===== src/rtl/tcp_tx_arbiter.sv =====
// Round-robin arbiter merging per-requester TCP TX buses onto one engine bus.
// Grants are handed out via rts/cts and policed by a per-grant watchdog.
package tcp_tx_pkg;
    typedef struct packed {
        logic        start;
        logic        data_valid;
        logic [2:0]  bytes_valid;
        logic [31:0] data;
        logic        commit;
        logic        drop;
        logic [15:0] dst_port;
        logic [15:0] src_port;
        logic [31:0] dst_ip;
        logic [7:0]  sockid;
    } tcp_tx_bus_t;
endpackage

module tcp_tx_arbiter
    import tcp_tx_pkg::*;
#(
    parameter int NUM_PORTS = 4,
    parameter int TIMEOUT   = 2048
) (
    input  logic                 clk,
    input  logic                 rst_n,
    input  logic [NUM_PORTS-1:0] tcp_rts,
    output logic [NUM_PORTS-1:0] tcp_cts,
    input  tcp_tx_bus_t          req_bus [NUM_PORTS],
    output tcp_tx_bus_t          tcp_tx_bus,
    output logic [2:0]           grant_id,
    output logic                 busy,
    output logic                 timeout_evt
);

    typedef enum logic [1:0] {IDLE, WAIT_START, ACTIVE} state_t;

    state_t      state;
    logic [2:0]  last_grant;
    logic [15:0] wd;
    logic        armed;
    logic        found;
    logic [2:0]  winner;
    logic        expired;
    tcp_tx_bus_t sel;
    tcp_tx_bus_t fwd;

    always_comb begin
        sel = '0;
        for (int j = 0; j < NUM_PORTS; j++) begin
            if (int'(grant_id) == j) sel = req_bus[j];
        end
    end

    // Payload/address copy with every strobe cleared; strobes are set per state.
    always_comb begin
        fwd            = sel;
        fwd.start      = 1'b0;
        fwd.data_valid = 1'b0;
        fwd.commit     = 1'b0;
        fwd.drop       = 1'b0;
    end

    always_comb begin
        found  = 1'b0;
        winner = last_grant;
        for (int i = 1; i <= NUM_PORTS; i++) begin
            for (int j = 0; j < NUM_PORTS; j++) begin
                if (!found && tcp_rts[j] &&
                    j == (int'(last_grant) + i) % NUM_PORTS) begin
                    found  = 1'b1;
                    winner = 3'(j);
                end
            end
        end
    end

    assign expired = (wd == 16'(TIMEOUT - 1));
    assign busy    = (state != IDLE);

    always_ff @(posedge clk or negedge rst_n) begin
        if (!rst_n) begin
            state       <= IDLE;
            tcp_cts     <= '0;
            tcp_tx_bus  <= '0;
            grant_id    <= '0;
            last_grant  <= 3'(NUM_PORTS - 1);
            wd          <= '0;
            timeout_evt <= 1'b0;
            armed       <= 1'b0;
        end else begin
            armed                 <= 1'b1;
            tcp_cts               <= '0;
            timeout_evt           <= 1'b0;
            tcp_tx_bus.start      <= 1'b0;
            tcp_tx_bus.data_valid <= 1'b0;
            tcp_tx_bus.commit     <= 1'b0;
            tcp_tx_bus.drop       <= 1'b0;
            unique case (state)
                IDLE: begin
                    // armed delays the first grant to the second edge after reset
                    if (armed && found) begin
                        tcp_cts    <= NUM_PORTS'(1) << winner;
                        grant_id   <= winner;
                        last_grant <= winner;
                        wd         <= '0;
                        state      <= WAIT_START;
                    end
                end
                WAIT_START: begin
                    if (expired) begin
                        timeout_evt <= 1'b1;
                        state       <= IDLE;
                    end else begin
                        tcp_tx_bus            <= fwd;
                        tcp_tx_bus.start      <= sel.start;
                        tcp_tx_bus.data_valid <= sel.data_valid;
                        wd                    <= wd + 16'd1;
                        if (sel.start) state <= ACTIVE;
                    end
                end
                ACTIVE: begin
                    if (sel.commit || sel.drop) begin
                        tcp_tx_bus            <= fwd;
                        tcp_tx_bus.start      <= sel.start;
                        tcp_tx_bus.data_valid <= sel.data_valid;
                        tcp_tx_bus.commit     <= sel.commit & ~sel.drop;
                        tcp_tx_bus.drop       <= sel.drop;
                        state                 <= IDLE;
                    end else if (expired) begin
                        tcp_tx_bus.drop <= 1'b1;
                        timeout_evt     <= 1'b1;
                        state           <= IDLE;
                    end else begin
                        tcp_tx_bus            <= fwd;
                        tcp_tx_bus.start      <= sel.start;
                        tcp_tx_bus.data_valid <= sel.data_valid;
                        wd                    <= wd + 16'd1;
                    end
                end
                default: state <= IDLE;
            endcase
        end
    end

endmodule

===== config.mk =====
export PLATFORM = sky130hd
export DESIGN_NAME = tcp_tx_arbiter
export DESIGN_NICKNAME = d
export VERILOG_FILES = /design/src/rtl/tcp_tx_arbiter.sv
export SDC_FILE = /design/constraint.sdc
export NUM_CORES = 1
export LEC_CHECK = 0
export ABC_AREA = 1
export CORE_AREA = 2 2 223 225
export CTS_BUF_LIST = sky130_fd_sc_hd__clkbuf_8
export DETAILED_ROUTE_END_ITERATION = 8
export DIE_AREA = 0 0 225 227
export GPL_TIMING_DRIVEN = 0
export PLACE_DENSITY = 0.48
export SLEW_MARGIN = 20
export SYNTH_ARGS = -nofsm -noshare
export SYNTH_HDL_FRONTEND = slang
export SYNTH_SLANG_ARGS = --single-unit

===== constraint.sdc =====
create_clock -name clk -period 3 [get_ports clk]
set_clock_uncertainty 0.05 [all_clocks]
set_input_delay 0.6 -clock clk [delete_from_list [all_inputs] [get_ports clk]]
set_output_delay 0.6 -clock clk [all_outputs]
set_load 0.02 [all_outputs]

== Word level (Yosys, flattened, before mapping) ==
Cells that the tools add are included.

* $add $sub $neg: 5
* Mux-type cells: 56
* Reductions and logical operators: 65
* Eq/ne operators: 24
* Shifts and indexed selects: 1
* Bitwise gates (word level): 6

{| class="wikitable"
|+ Operators with widths
! cell !! number
|-
| $mux W111 || 6
|-
| $pmux W111 S2 || 1
|-
| $logic_not A32 Y1 || 4
|-
| $mux W72 || 1
|-
| $mux W16 || 3
|-
| $mux W3 || 16
|-
| $pmux W16 S3 || 1
|-
| $mux W38 || 1
|-
| $logic_and A1 B1 Y1 || 32
|-
| $eq A3 B3 Y1 const A || 8
|-
| $mux W1 || 18
|-
| $add A16 B1 Y16 const B || 1
|-
| $eq A16 B11 Y1 const B || 1
|-
| $logic_not A1 Y1 || 15
|-
| $eq A2 B3 Y1 const A || 4
|-
| $mux W2 || 5
|-
| $ne A3 B3 Y1 const B || 3
|-
| $reduce_and A3 Y1 || 3
|-
| $mux W4 || 2
|-
| $reduce_or A2 Y1 || 4
|-
| $eq A3 B3 Y1 const B || 2
|-
| $ne A2 B2 Y1 const B || 3
|-
| $pmux W2 S3 || 1
|-
| $add A2 B1 Y2 const B || 2
|-
| other kinds (15) || 20
|}

* Output and inout bits: 120
* Input port bits: 450
* Register bits: 141

== Depth between registers and ports, before layout ==
Gate-level depths: netlist of the first run.

* Depth after elaboration: 69
* Gate-level depth with buffers: 17

== Worst setup path before layout of the first run ==
Ideal clock, no wire load.

* Path kind: register -> register
* Start: reg grant_id[1]
* End: reg tcp_tx_bus[85] (netlist name)
* Period minus slack after synthesis: 2.121 ns
* Cell stages (with the launch flop): 17
* Path buffers: 2
* Arrival: 1.976 ns
* Path slack: 0.879 ns
* Library setup time: 0.096 ns
* Cell sequence: dfrtp_1 -> inv_1 -> nor2_1 -> inv_2 -> nor2_4 -> a22o_1 -> nor2_1 -> nand2_2 -> inv_2 -> nand2_1 -> nand2_1 -> nand2_1 -> nand2_2 -> buf_4 -> buf_2 -> nand2_1 -> o31ai_1

* Cells in the longest elaborated chain, start to end: 8

{| class="wikitable"
|+ Ends and longest elaborated chain
! what !! line !! text
|-
| from (decl) || 30 || <nowiki>output logic [2:0] grant_id,</nowiki>
|-
| from (signal assigned) || 103 || <nowiki>grant_id <= winner;</nowiki>
|-
| $logic_not A3 Y1 || 50 || <nowiki>if (int'(grant_id) == j) sel = req_bus[j];</nowiki>
|-
| $mux W111 (3 in series) || 50 ||
|-
| $mux W111 (*) || 50 ||
|-
| $mux W38 or $logic_or A1 B1 Y1 (tied branches) || 129, 122 ||
|-
| $mux W111 or $ne A3 B3 Y1 (tied branches) || -- ||
|-
| $pmux W111 S2 or $reduce_and A3 Y1 (tied branches) || -- ||
|-
| to (signal assigned) || 114 || <nowiki>tcp_tx_bus <= fwd;</nowiki>
|-
| to (signal assigned) || 123 || <nowiki>tcp_tx_bus <= fwd;</nowiki>
|-
| to (signal assigned) || 134 || <nowiki>tcp_tx_bus <= fwd;</nowiki>
|-
| to (decl) || 29 || <nowiki>output tcp_tx_bus_t tcp_tx_bus,</nowiki>
|}

Every way passes the cells marked *; elsewhere a longest branch is shown, timed or not. The select of a mux whose other input is x is not followed.
A chain may end at the register's enable or synchronous reset.

== Worst setup path after layout of the first run ==
* Start: reg grant_id[1]
* End: reg tcp_tx_bus[55] (netlist name)

* Cells in the longest elaborated chain, start to end: 8

{| class="wikitable"
|+ Ends and longest elaborated chain
! what !! line
|-
| $logic_not A3 Y1 || 50
|-
| $mux W111 (3 in series) || 50
|-
| $mux W111 (*) || 50
|-
| $mux W72 or $logic_or A1 B1 Y1 (tied branches) || 129, 122
|-
| $mux W111 or $ne A3 B3 Y1 (tied branches) || --
|-
| $pmux W111 S2 or $reduce_and A3 Y1 (tied branches) || --
|}

Marks and branches as above.

==> reports/metrics.cfg, run 1 <==
[run_status]
status = finished, final reports clean

[layout]
finalInstanceArea_mm2 = 0.01598
final_nets = 2219
final_common_cell = clkdlybuf4s50_1
layout_common_cells = 568 x clkdlybuf4s50_1, 300 x nand2_1, 239 x nand3_1
layout-drive-gt1-share_pct = 6.419
final_core_util_pct = 32.92
num_antenna_cells = 0
syn2layout_area_growth_pct = 77.84

[clock_tree]
holdBufCountCts = 0
cts_tree = built
clkTransAtPathRegs_ps = 90
ctsRootBufferMaster = clkbuf_8
cts_max_level = 4
numClockSinks = 140
cts_buffers = 17
insertion_delay_ps = 480
cts_buffer_depth = 2

[die]
core-area_mm2 = 0.04855
dieArea_mm2 = 0.05108
initial_core_util_pct = 18.51
io_pins = 570
fp.dieW_um = 225
num_rows = 81
die_y_um = 227

[detailed_routing]
wl_met1_mm = 21.86
wire_per_inst_um = 22.97
met2_length_mm = 28.20
viasPerCell = 4.755
topRoutingLayerUsed = met5
drc = 0
num_vias = 11400
wl_met3_mm = 3.901
postRouteAntennaNets = 0
totalWireLength_mm = 55.09
drt_pre_antenna_iters = 5
first_iter_violations = 631

[worst_setup_path]
rrSetupSlack_ps = 240
endpoint_kind = flop
r2r-end = tcp_tx_bus[55]
r2r_cells = 16
cp.arrival_ps = 3090
required_ps = 3330
crit_fanout = 10
start_kind = flop
crit_type = reg2reg
r2r_start = grant_id[1]

[sta]
finalWorstSetupSlack_ps = 236.1
drv_slew = 0
hold_violations = 0
slew_headroom_pct = 45.84
rsz0062_at_grt = no
max_freq_mhz = 361.8
setup_viol = 0
finalCriticalPeriod_ps = 2764
tightest_slew_ps = 812.4
fin_crit_sh_pct = 92.13

[place]
finalWeightedCongestion = 0.9412
dpl.hpwl_mm = 44.55
port_buffers = 569
dp_slack_ps = -167.2
placed_cell_area_mm2 = 0.01549

[grt]
track_usage_pct = 20.82
grt_pass1_wl_mm = 77.60
grt_max_degree = 74
overflow = 0
grt_antenna_before_repair = 2
grt_pass1_vias = 11800

[synthesis]
synth_cell_types = 44
async_flop_share_pct = 100.0
synth_fp_nets = 1630
synth_top_cells_by_area = dfrtp_1 38%, nand3_1 13%, nand2_1 13%, o221ai_1 9.6%, o31ai_1 8.4%
yosysTopAreaCell = dfrtp_1
synth_edf_count = 0
synth.avg_cell_area_um2 = 7.647
synth_area_mm2 = 0.008985
synth-seq-cells = 140
netlist_instances = 1175
ys_dominant_reg_cell = dfrtp_1
ys_seq_area_share_pct = 39.02
yosysWarnings = 0
synth_top_area_share_pct = 38.43

[run]
drv_cap = 0

[power_and_ir_drop]
p_per_area_mw_per_mm2 = 776.3
p_leak_nw = 6.354
ir_worst_vdd_uv = 298.8
finalPower_mw = 12.40

[min_path]
hp-class = in2async

[cell families after synthesis]
family / count (synthesis) / share of synthesized area (%)
DFF: 140 / 39.02
xor gates and xnor gates: 11 / 1.072
buffers and inverters: 149 / 6.949
AOI/OAI and AO/OA: 241 / 21.06
adders and majority gates: 5 / 0.6963
and+or+nand+nor: 628 / 31.17
other: 1 / 0.04174
[per-stage QoR]
| stage | std cells | TNS [ps] | hold WS [ps] |
|---|---|---|---|
| floorplan | 1175 | 0 | 254.4 |
| global placement | 2366 | -705180 | 415.4 |
| detailed placement | 2367 | -5860 | 417.6 |
| CTS | 2398 | 0 | 2.145 |
| global route | 2398 | 0 | 14.04 |
| finish | 2398 | 0 | 12.79 |
[where the power goes]
| group | internal, mW | leakage [nW] | total [mW] | switching [mW] |
|---|---|---|---|---|
| registers | 2.20 | 1.91 | 2.39 | 0.189 |
| clock network | 0.990 | 0.220 | 1.82 | 0.829 |
| logic | 2.78 | 4.22 | 8.20 | 5.42 |
[critical path: stages, from the launching register on]
cell	delay [ps]
dfrtp_1	410
inv_1	80
nor2_1	60
inv_4	180
nor2_4	110
a22o_1	210
nor2_1	160
nand2_2	120
inv_2	80
nand2_1	70
nand2_1	70
nand2_1	70
nand2_4	180
buf_4	280
buf_2	320
nand2_1	90
o31ai_1	80
[worst max-delay path by stage]
stage / startpoint / end
2_1_floorplan: grant_id[1] / tcp_tx_bus[85]
3_3_place_gp: rst_n / tcp_tx_bus[14]
3_5_place_dp: grant_id[1] / tcp_tx_bus[60]
4_1_cts: wd[0] / tcp_tx_bus[108]
5_1_grt: grant_id[2] / tcp_tx_bus[27]
6_report: grant_id[1] / tcp_tx_bus[55]
[cell type report]
cell class                      instances  area (um^2)
Clock buffer                           21        289.0
Buffer                                107        494.2
Clock inverter                         10        161.4
Tap cell                              622        778.2
Sequential cell                       140         3506
Timing Repair Buffer                  570         5728
Fill cell                            5194        32570
Inverter                               42        162.7
Multi-Input combinational cell        886         4860
[cells in the mapped netlist (7+ instances only)]
cell / n
o21ai_0: 8
inv_2: 9
dfrtp_1: 138
buf_2: 24
nand3_1: 239
inv_1: 31
o221ai_1: 98
o21ai_1: 8
o22ai_1: 7
o31ai_1: 100
nor2_1: 47
nand2_2: 16
nand2_1: 300
xor2_1: 10
a31oi_1: 8
clkbuf_1: 59
buf_1: 18
nor3_1: 8
[state kept, by name, indices dropped and copies added, names as in the netlist]
signal	cells
tcp_cts	4
state	2
timeout_evt	1
last_grant	2
wd	16
tcp_tx_bus	111
armed	1
grant_id	3
[per-layer routing]
layer  track usage, %  vias up
li1                 -     5428
met1            23.93     5471
met2            38.03      449
met3            5.679       52
met4            5.319        2
met5                0        -
[repair_timing]
action / in CTS / in global routing
buffers inserted: 0 / 0
gates resized for setup: 10 / 7
setup endpoints to repair: 64 / 66
Note: power is estimated with default switching activity, not from simulation.
==> run 2, diff against run 1 <==
Settings changed: PLACE_DENSITY 0.48 to unset, PLACE_DENSITY_LB_ADDON set to 0.15, SLEW_MARGIN 20 to 5.
==> run 2 against run 1 <==
Effect of this change: flip-flop and latch count is the same; clock power shrank 3%; first-iteration DRC count shrank 7.4%; global-route usage grew 0.18 points.
==> reports/metrics.cfg, run 2 (same netlist as run 1, synthesis figures left out) <==
[run_status]
status = finished, final reports clean

[clock_tree]
numClockSinks = 140  ; unchanged
insertion_delay_ps = 480  ; about the same
cts_max_level = 4  ; unchanged
ctsRootBufferMaster = clkbuf_8
cts_buffer_depth = 2  ; unchanged
cts_tree = built
cts_buffers = 17  ; unchanged
post_cts.repair.setup_buffers = 0  ; unchanged
clkTransAtPathRegs_ps = 90  ; about the same

[worst_setup_path]
cp.depth = 8  ; -8
startpoint = grant_id[0]
cpPeakStageDelay_ps = 550  ; +140 ps
start_kind = flop
path_delay_family = buffers and inverters
endpoint_kind = flop
timing.critical_path.mode_cell = buf_2
path_cells = inv_1 > buf_2 > buf_2 > clkdlybuf4s15_2 > nand3_1 > a31oi_1 > nand2_1 > o21ai_1
crit_fanout = 10  ; unchanged
r2r_start = grant_id[0]
cp_slowest_cell = clkdlybuf4s15_2
required_ps = 3360  ; +30 ps
r2r_cells = 8  ; -8
cp.arrival_ps = 3150  ; +60 ps
crit_type = reg2reg
path_buf_inv = 4  ; -1
rrSetupSlack_ps = 210  ; -30 ps
r2r-end = tcp_tx_bus[75]

[die]
io_pins = 570  ; unchanged
num_rows = 81  ; unchanged
dieArea_mm2 = 0.05108  ; unchanged
fp.dieW_um = 225  ; unchanged
initial_core_util_pct = 18.51  ; unchanged
core-area_mm2 = 0.04855  ; unchanged
die_y_um = 227  ; unchanged

[layout]
largest_reg_flops = 111  ; unchanged
final_nets = 2220  ; +0.045%
final_common_cell = clkdlybuf4s50_1
multi_input_area_mm2 = 0.004860  ; unchanged
syn2layout_area_growth_pct = 77.94  ; about the same
final-seq-area_mm2 = 0.003506  ; unchanged
finalInstanceArea_mm2 = 0.01599  ; about the same
regMostFlops = tcp_tx_bus
final-instance-count-excl-fill = 2402  ; +0.17%
layout_common_cells = 568 x clkdlybuf4s50_1, 300 x nand2_1, 239 x nand3_1
layout-drive-gt1-share_pct = 6.472  ; +0.053 points
final_core_util_pct = 32.93  ; about the same
n_fill_cell = 5161  ; -0.64%
biggestRegsByFlops = tcp_tx_bus: 111 flops, wd: 16 flops, tcp_cts: 4 flops

[min_path]
hp-start = tcp_tx_bus[103]
hp-class = reg2reg
min_delay_path_depth = 2
hold-path-endpoint = tcp_tx_bus[103]

[grt]
grt_antenna_before_repair = 9  ; +7
grt_pass1_vias = 11910  ; +0.92%
grt_max_degree = 75  ; +1.4%
track_usage_pct = 21.00  ; +0.18 points
overflow = 0  ; unchanged
grt_pass1_wl_mm = 78.53  ; +1.2%

[sta]
rsz0062_at_grt = no
finalCriticalPeriod_ps = 2794  ; +29.95 ps
holdWs_ps = 438.2  ; +425.4 ps
hold_violations = 0  ; unchanged
fin_setup_tns_ps = 0  ; unchanged
slew_headroom_pct = 39.96  ; -5.9 points
fin_crit_sh_pct = 93.13  ; +1.0 points
finalWorstSetupSlack_ps = 206.2  ; -29.95 ps
setup_viol = 0  ; unchanged
tightest_slew_ps = 900.5  ; +88.11 ps
max_freq_mhz = 357.9  ; -1.1%
drv_slew = 0  ; unchanged

[detailed_routing]
first_iter_violations = 584  ; -7.4%
viasPerCell = 4.778  ; +0.48%
drt_pre_antenna_iters = 5  ; unchanged
drc = 0  ; unchanged
totalWireLength_mm = 55.44  ; +0.62%
postRouteAntennaNets = 0  ; unchanged
wire_per_inst_um = 23.08  ; +0.46%
num_vias = 11480  ; +0.65%

[power_and_ir_drop]
finalPower_mw = 12.39  ; about the same
swShare_pct = 52.21  ; +0.29 points
p_int_mw = 5.924  ; -0.68%
ir_worst_vdd_uv = 241.6  ; -19%
p_sw_mw = 6.471  ; +0.47%
clkPwrFrac_pct = 14.2  ; -0.5 points
seqPwrFrac_pct = 19.3  ; about the same
p_leak_nw = 6.368  ; +0.22%
p_per_area_mw_per_mm2 = 775.2  ; -0.14%
pwr-share-comb_pct = 66.5  ; +0.4 points

[run]
drv_cap = 0  ; unchanged

[place]
dp.cells = 2367  ; unchanged
dp_slack_ps = -650.8  ; -483.6 ps
placed_cell_area_mm2 = 0.01549  ; about the same
port_buffers = 569  ; unchanged
dpl.hpwl_mm = 44.35  ; -0.45%
finalWeightedCongestion = 0.8539  ; -9.3%

==> run 2: cell types whose count changed in the layout (fill, tap and decap cells not counted), sizes merged <==
cell,previous run,this run
dlygate4sd3,0,1
diode,0,3
clkbuf,83,81
inv,41,43
==> run 2: worst reg2reg max path, stage by stage, from the launching register on <==
cell and delay (ps):
dfrtp_1 470, inv_1 190, buf_2 480, buf_2 390, clkdlybuf4s15_2 550, nand3_1 140
a31oi_1 260, nand2_1 80, o21ai_1 130
==> run 2: final cells by class <==
cell class / instances / share of cell area, %
timing repair buffer: 571 / 35.89
multi-input combinational: 886 / 30.40
sequential: 140 / 21.93
tap: 622 / 4.868
buffer: 107 / 3.115
clock buffer: 19 / 1.636
clock inverter: 12 / 1.072
inverter: 42 / 1.049
antenna: 3 / 0.04696
==> run 2: worst max-delay path by stage <==
| stage | endpoint | slack (ps) |
|---|---|---|
| 4_1_cts | tcp_tx_bus[7] | 5 |
| 3_3_place_gp | tcp_tx_bus[17] | -5090 |
| 5_1_grt | tcp_tx_bus[11] | 20 |
| 2_1_floorplan | tcp_tx_bus[85] | 880 |
| 3_5_place_dp | tcp_tx_bus[75] | -650 |
| 6_report | tcp_tx_bus[75] | 210 |
==> run 2: repair_timing <==
item | 4_1_cts | 5_1_grt
resized for setup | 9 | 14
pin swaps | 0 | 1
endpoints found under the setup margin | 62 | 100
hold buffers | 1 | 0
hold endpoints to repair | 1 | 0
==> run 2: per-layer routing <==
layer	global-route usage, %	up-vias	routed length, um
li1	-	5444	-
met1	24.44	5532	22190
met2	38.15	435	28470
met3	5.188	53	3614
met4	5.896	12	1082
met5	0	-	77
==> run 2: power groups by stage <==
stage | sequential, mW | clock (mW) | combinational [mW]
after floorplan | 2.70 | 0 | 4.30
after global placement | 2.42 | 0 | 8.33
after detailed placement | 2.42 | 0 | 8.35
after CTS | 2.39 | 1.83 | 8.39
after global routing | 2.43 | 1.90 | 9.02
final | 2.39 | 1.76 | 8.24
